$ cat src/rtl/csr_pkg.sv
// csr_pkg: shared CSR addresses, request types and read-modify-write helper
// for the counter/timer CSR file.
package csr_pkg;
    localparam logic [11:0] CSR_CYCLE         = 12'hC00;
    localparam logic [11:0] CSR_CYCLEH        = 12'hC80;
    localparam logic [11:0] CSR_MCYCLE        = 12'hB00;
    localparam logic [11:0] CSR_MCYCLEH       = 12'hB80;
    localparam logic [11:0] CSR_MCOUNTEREN    = 12'h306;
    localparam logic [11:0] CSR_MCOUNTINHIBIT = 12'h320;
    typedef enum logic [1:0] {
        CSR_NOP = 2'b00,
        CSR_RW  = 2'b01,
        CSR_RS  = 2'b10,
        CSR_RC  = 2'b11
    } csr_op_t;
    typedef enum logic [1:0] {
        PRIV_U = 2'd0,
        PRIV_S = 2'd1,
        PRIV_M = 2'd3
    } priv_mode_t;
    typedef struct packed {
        logic        valid;
        csr_op_t     op;
        logic [11:0] addr;
        logic [31:0] src;
        logic        src_is_zero;
    } csr_req_t;
    function automatic logic [31:0] csr_rmw(csr_op_t op, logic [31:0] old, logic [31:0] src);
        return op == CSR_RW ? src : op == CSR_RS ? (old | src) : op == CSR_RC ? (old & ~src) : old;
    endfunction
endpackage

$ cat src/rtl/csr_counter.sv
// csr_counter: CNT_WIDTH event counter with inhibit and independent writes
// of the low and high 32-bit halves.
module csr_counter #(
    parameter int CNT_WIDTH = 64
) (
    input  logic                 clk_i,
    input  logic                 rst_i,
    input  logic                 inc_i,
    input  logic                 inhibit_i,
    input  logic                 wr_lo_i,
    input  logic                 wr_hi_i,
    input  logic [31:0]          wdata_i,
    output logic [CNT_WIDTH-1:0] cnt_o
);
    logic [CNT_WIDTH-1:0] cnt_q, cnt_d;
    // A half write freezes the other half for this cycle: no increment, no carry.
    always_comb begin
        cnt_d = wr_lo_i ? {cnt_q[CNT_WIDTH-1:32], wdata_i}
              : wr_hi_i ? {wdata_i[CNT_WIDTH-33:0], cnt_q[31:0]}
              : cnt_q + CNT_WIDTH'(inc_i && !inhibit_i);
    end
    always_ff @(posedge clk_i) begin
        if (rst_i) cnt_q <= '0;
        else cnt_q <= cnt_d;
    end
    assign cnt_o = cnt_q;
endmodule

$ cat src/rtl/csr_counter_file.sv
// csr_counter_file: Zicsr counter/timer CSRs with HPM counters, time prescaler,
// counter inhibit and privilege/enable checks; reads are same-cycle, writes commit next edge.
module csr_counter_file
    import csr_pkg::*;
#(
    parameter int XLEN      = 32,
    parameter int CNT_WIDTH = 64,
    parameter int NUM_HPM   = 4,
    parameter int TIME_DIV  = 1
) (
    input  logic                                  clock_i,
    input  logic                                  reset_i,
    input  priv_mode_t                            priv_mode_i,
    input  logic                                  instr_retired_i,
    input  logic [(NUM_HPM > 0 ? NUM_HPM : 1)-1:0] hpm_event_i,
    input  logic                                  csr_valid_i,
    input  logic [1:0]                            csr_op_i,
    input  logic [11:0]                           csr_addr_i,
    input  logic [XLEN-1:0]                       csr_src_i,
    input  logic                                  csr_src_is_zero_i,
    output logic [XLEN-1:0]                       read_value_o,
    output logic                                  illegal_instr_exception_o
);
    localparam int          NUM_CNT  = NUM_HPM + 3;
    localparam logic [31:0] EN_MASK  = 32'((64'd1 << NUM_CNT) - 64'd1);
    localparam logic [31:0] INH_MASK = EN_MASK & ~32'h2;
    csr_req_t req;
    logic [4:0] idx;
    logic [11:0] base;
    logic ucnt, mcnt, is_en, is_inh, exists, wr_req, priv_bad, cen_bad, illegal, we, tick;
    logic [63:0] full;
    logic [31:0] old, wdata;
    logic [31:0] mcounteren_q, mcounteren_d, mcountinhibit_q, mcountinhibit_d, presc_q, presc_d;
    logic [CNT_WIDTH-1:0] time_q, time_d;
    logic [CNT_WIDTH-1:0] cnt_w [32];
    assign req = '{valid: csr_valid_i, op: csr_op_t'(csr_op_i), addr: csr_addr_i,
                   src: csr_src_i[31:0], src_is_zero: csr_src_is_zero_i};
    // Counter index is the low five address bits in both the user and machine windows.
    always_comb begin
        idx = req.addr[4:0];
        base = {req.addr[11:5], 5'b0};
        ucnt = (base == CSR_CYCLE || base == CSR_CYCLEH) && 32'(idx) < 32'(NUM_CNT);
        mcnt = (base == CSR_MCYCLE || base == CSR_MCYCLEH) && 32'(idx) < 32'(NUM_CNT) && idx != 5'd1;
        is_en = req.addr == CSR_MCOUNTEREN;
        is_inh = req.addr == CSR_MCOUNTINHIBIT;
        exists = ucnt || mcnt || is_en || is_inh;
        full = is_en ? {32'b0, mcounteren_q} : is_inh ? {32'b0, mcountinhibit_q}
             : (ucnt || mcnt) ? 64'(cnt_w[idx]) : 64'b0;
        old = req.addr[7] ? full[63:32] : full[31:0];
        wdata = csr_rmw(req.op, old, req.src);
        wr_req = req.valid && (req.op == CSR_RW || (req.op != CSR_NOP && !req.src_is_zero));
        priv_bad = req.addr[9:8] > priv_mode_i;
        cen_bad = priv_mode_i != PRIV_M && ucnt && !mcounteren_q[idx];
        illegal = req.valid && req.op != CSR_NOP
                && (!exists || priv_bad || (wr_req && req.addr[11:10] == 2'b11) || cen_bad);
        we = wr_req && !illegal;
    end
    assign read_value_o = req.valid ? XLEN'(old) : '0;
    assign illegal_instr_exception_o = illegal;
    always_comb begin
        tick = presc_q == 32'(TIME_DIV - 1);
        presc_d = tick ? '0 : presc_q + 32'd1;
        time_d = time_q + CNT_WIDTH'(tick);
        mcounteren_d = (we && is_en) ? (wdata & EN_MASK) : mcounteren_q;
        mcountinhibit_d = (we && is_inh) ? (wdata & INH_MASK) : mcountinhibit_q;
    end
    always_ff @(posedge clock_i) begin
        if (reset_i) begin
            presc_q <= '0;
            time_q <= '0;
            mcounteren_q <= '0;
            mcountinhibit_q <= '0;
        end else begin
            presc_q <= presc_d;
            time_q <= time_d;
            mcounteren_q <= mcounteren_d;
            mcountinhibit_q <= mcountinhibit_d;
        end
    end
    for (genvar c = 0; c < 32; c++) begin : g_cnt
        if (c == 1) begin : g_time
            assign cnt_w[c] = time_q;
        end else if (c < NUM_CNT) begin : g_ctr
            logic inc;
            if (c == 0) begin : g_cyc
                assign inc = 1'b1;
            end else if (c == 2) begin : g_ret
                assign inc = instr_retired_i;
            end else begin : g_hpm
                assign inc = hpm_event_i[c-3];
            end
            csr_counter #(.CNT_WIDTH(CNT_WIDTH)) u_ctr (
                .clk_i    (clock_i),
                .rst_i    (reset_i),
                .inc_i    (inc),
                .inhibit_i(mcountinhibit_q[c]),
                .wr_lo_i  (we && mcnt && idx == 5'(c) && !req.addr[7]),
                .wr_hi_i  (we && mcnt && idx == 5'(c) && req.addr[7]),
                .wdata_i  (wdata),
                .cnt_o    (cnt_w[c])
            );
        end else begin : g_none
            assign cnt_w[c] = '0;
        end
    end
endmodule

$ cat config.mk
export PLATFORM = sky130hd
export DESIGN_NAME = csr_counter_file
export DESIGN_NICKNAME = d
export VERILOG_FILES = /design/src/rtl/csr_pkg.sv /design/src/rtl/csr_counter.sv /design/src/rtl/csr_counter_file.sv
export SDC_FILE = /design/constraint.sdc
export NUM_CORES = 2
export LEC_CHECK = 0
export CAP_MARGIN = 20
export CORE_MARGIN = 10
export CORE_UTILIZATION = 55
export CTS_CLUSTER_DIAMETER = 150
export DETAILED_ROUTE_END_ITERATION = 8
export PLACE_DENSITY = 0.8
export SLEW_MARGIN = 25
export SYNTH_ARGS = -nofsm -noshare
export SYNTH_HDL_FRONTEND = slang
export SYNTH_SLANG_ARGS = --single-unit
export TNS_END_PERCENT = 100
$ cat constraint.sdc
create_clock -name clock_i -period 5.7 [get_ports clock_i]
set_input_delay 1.71 -clock clock_i [delete_from_list [all_inputs] [get_ports clock_i]]
set_output_delay 1.71 -clock clock_i [all_outputs]
set_load 0.1 [all_outputs]
==> impl_metrics.py <==
metrics = {
    "yosys": {
        "synth_flop_cell": "dfxtp_1",
        "syn-num-nets": 4315,
        "synthDistinctLibCells": 91,
        "synth_area_sq_mm": 0.0329,
        "synth_area_leaders": "dfxtp_1 30%, a21oi_1 4.8%, nand2_1 4.7%",
        "synth-seq-cells": 493,
        "synth_edf_count": 0,
        "yosysMostFrequentCell": "dfxtp_1",
        "yosys_warnings": 0,
        "syn_inst": 4240,
        "synthTopCellsByCount": "493 x dfxtp_1, 407 x nand2_1, 333 x nor2_1",
        "syn_area_per_cell_sq_um": 7.75,
        "synth_top_area_frac": 0.300,
        "yosys.area.top_type": "dfxtp_1",
        "ys_async_sr_fraction": 0,
        "yosysSeqAreaShare": 0.300,
    },
    "sta": {
        "finalSetupTns_ps": 0,
        "period_needed_ps": 5650,
        "setup-violations-final": 0,
        "final-hold-violation-count": 0,
        "drv_slew": 0,
        "slew-limit-headroom": 0.263,
        "rsz0062_at_grt": "false",
        "worst_slack_ps": 52.1,
        "final.setup_skew_ps": 33.8,
        "fin_crit_sh": 0.991,
        "tightest_slew_ps": 1100,
        "fmax_ghz": 0.177,
    },
    "power_and_ir_drop": {
        "p_leak_nw": 12.5,
        "power.density_mw_per_mm2": 217,
        "p_clk_frac": 0.492,
        "peakVddDrop_mv": 0.281,
        "netSwitchingFraction": 0.263,
        "p_sw_mw": 2.17,
        "fin_total_pwr_mw": 8.26,
        "internal_power_mw": 6.08,
        "combPwrFrac": 0.088,
        "p_seq_frac": 0.420,
    },
    "cells_and_area": {
        "multi_input_area_sq_mm": 0.0216,
        "ff_latch_area_sq_mm": 0.00987,
        "utilization": 0.644,
        "drive_gt1_frac": 0.135,
        "final_cells": 5143,
        "area_delta_synth_final_pct": 15.9,
        "final_nets": 4395,
        "fill_cells": 5263,
    },
    "cts": {
        "postCtsSetupBuffers": 0,
        "root_buffer": "clkbuf_16",
        "cts_tree": "done",
        "clk_latency_ps": 660,
        "hold_buffers": 0,
        "cts_buffers": 57,
        "clockBufferDepth": 3,
        "clkSinkCount": 493,
        "cts.clk_slew.worst_paths_ps": 60,
        "h-tree-depth": 2,
    },
    "routing": {
        "ant_nets": 0,
        "num_vias": 37900,
        "drt-pass1-iter-count": 6,
        "drtIter0Drc": 6398,
        "vias_per_cell": 7.38,
        "wl_per_cell_um": 30.9,
        "wl_um": 159000,
        "drc_errors": 0,
    },
    "min_path": {
        "min_to": "presc_q[0]",
        "hp-class": "reg2reg",
        "min_path_cells": 1,
        "hp-start": "presc_q[0]",
    },
    "place": {
        "place_congestion": 1.08,
        "dp.cells": 5034,
        "pre_cts_ws_ps": 46.1,
        "portBuffers": 89,
        "dp_hpwl_um": 117000,
    },
    "floorplan": {
        "fp-row-count": 89,
        "io_pins": 90,
        "die_w_um": 264,
        "die_h_um": 264,
        "dieArea_sq_mm": 0.0699,
        "core_sq_mm": 0.0591,
        "initial_core_util": 0.556,
    },
    "worst_setup_path": {
        "endpoint_kind": "output port",
        "crit_path_start": "csr_addr_i[0]",
        "required_ps": 3990,
        "worstReg2RegEnd": "time_q[62]",
        "critical_path_class": "in2out",
        "worst_path_largest_cell_delay_ps": 500,
        "crit_family": "multiplexers",
        "crit_buf_inv": 3,
        "path_cells": "clkbuf_8 -> buf_12 -> mux2i_1 -> o2bb2ai_1 -> mux4_2 -> and3_1 -> buf_12",
        "path_max_fanout": 44,
        "ff2ff_path_depth": 14,
        "r2r_slack_ps": 1510,
        "r2r_start": "presc_q[0]",
        "cp-start-kind": "input pin",
        "cp.arrival_ps": 3940,
        "slowest_stage": "mux4_2",
        "cp_common_cell": "buf_12",
    },
    "status": {
        "outcome": "finished clean",
    },
    "global_routing": {
        "grt_start_max_net_pins": 168,
        "grt_pass1_vias": 34100,
        "grt_overflow": 0,
        "globalRouteTotalUtil": 0.433,
        "grt_antenna_before_repair": 2,
        "grt_pass1_wl_um": 230000,
    },
    "run": {
        "max_cap_viol_count": 0,
    },
}
-- flip-flops by register name, indices dropped and copies added (netlist names) --
register                 flops
mcountinhibit_q              6
time_q                      64
g_cnt.g_ctr.u_ctr.cnt_o    384
presc_q                     32
mcounteren_q                 7
-- cell families after synthesis --
| family | after synthesis | share of synthesized area |
|---|---|---|
| AOI/OAI and AO/OA | 1240 | 0.246 |
| adders and majority gates | 18 | 0.00686 |
| DFF | 493 | 0.300 |
| muxes | 200 | 0.0840 |
| xor gates and xnor gates | 137 | 0.0365 |
| buffers and inverters | 396 | 0.0506 |
| and+or+nand+nor | 1756 | 0.275 |
-- power by group through the flow --
stage | sequential [mW] | combinational (mW) | clock (mW)
after global routing | 3.47 | 0.732 | 4.15
final | 3.47 | 0.726 | 4.06
after detailed placement | 3.55 | 0.681 | 0
after floorplan | 3.54 | 0.357 | 0
after global placement | 3.55 | 0.677 | 0
after CTS | 3.47 | 0.685 | 4.04
-- what timing repair did --
item,CTS,global route
gates resized for setup,0,4
endpoints found under the setup margin,0,7
endpoints found under the hold margin,0,0
-- layer usage --
layer,track usage,part of all wire,wire (um),vias to the layer above
li1,-,-,-,16300
met1,0.585,0.39,61400,17900
met2,0.583,0.39,61400,3146
met3,0.169,0.17,26800,561
met4,0.225,0.060,9520,2
met5,0,0.000063,10,-
-- stage by stage --
step / area, sq um / hold slack (ps)
CTS: 38000 / 494
finish: 38100 / 490
detailed placement: 36000 / 474
global placement: 36000 / 454
global route: 38100 / 510
floorplan: 33000 / 441
-- cells in the final DEF, fill, tap and decap left out, drive strengths merged, types with 90 or more instances in the layout --
cell type / Yosys / layout
a21oi: 319 / 319
and3: 116 / 116
buf: 100 / 279
dfxtp: 493 / 493
nand2: 407 / 407
nand3: 256 / 256
nand4: 157 / 157
nor2: 333 / 333
nor3: 142 / 142
nor4: 90 / 90
o21ai: 241 / 241
o22ai: 137 / 137
-- how the worst max path moves through the flow --
stage                                endpoint  cells after the start
floorplan           illegal_instr_exception_o                     10
global placement             read_value_o[11]                      8
detailed placement           read_value_o[25]                      8
CTS                          read_value_o[25]                      8
global route                  read_value_o[1]                      8
finish                       read_value_o[27]                      7
-- cell type report --
| class | count | share of cell area |
|---|---|---|
| diodes | 3 | 0.000197 |
| clock buffers | 87 | 0.0457 |
| well taps | 773 | 0.0254 |
| clock inverters | 19 | 0.00766 |
| flip-flops and latches | 493 | 0.259 |
| multi-input cells | 3351 | 0.567 |
| repair buffers | 330 | 0.0863 |
| inverters | 87 | 0.00858 |
(Power assumes the default switching activity.)
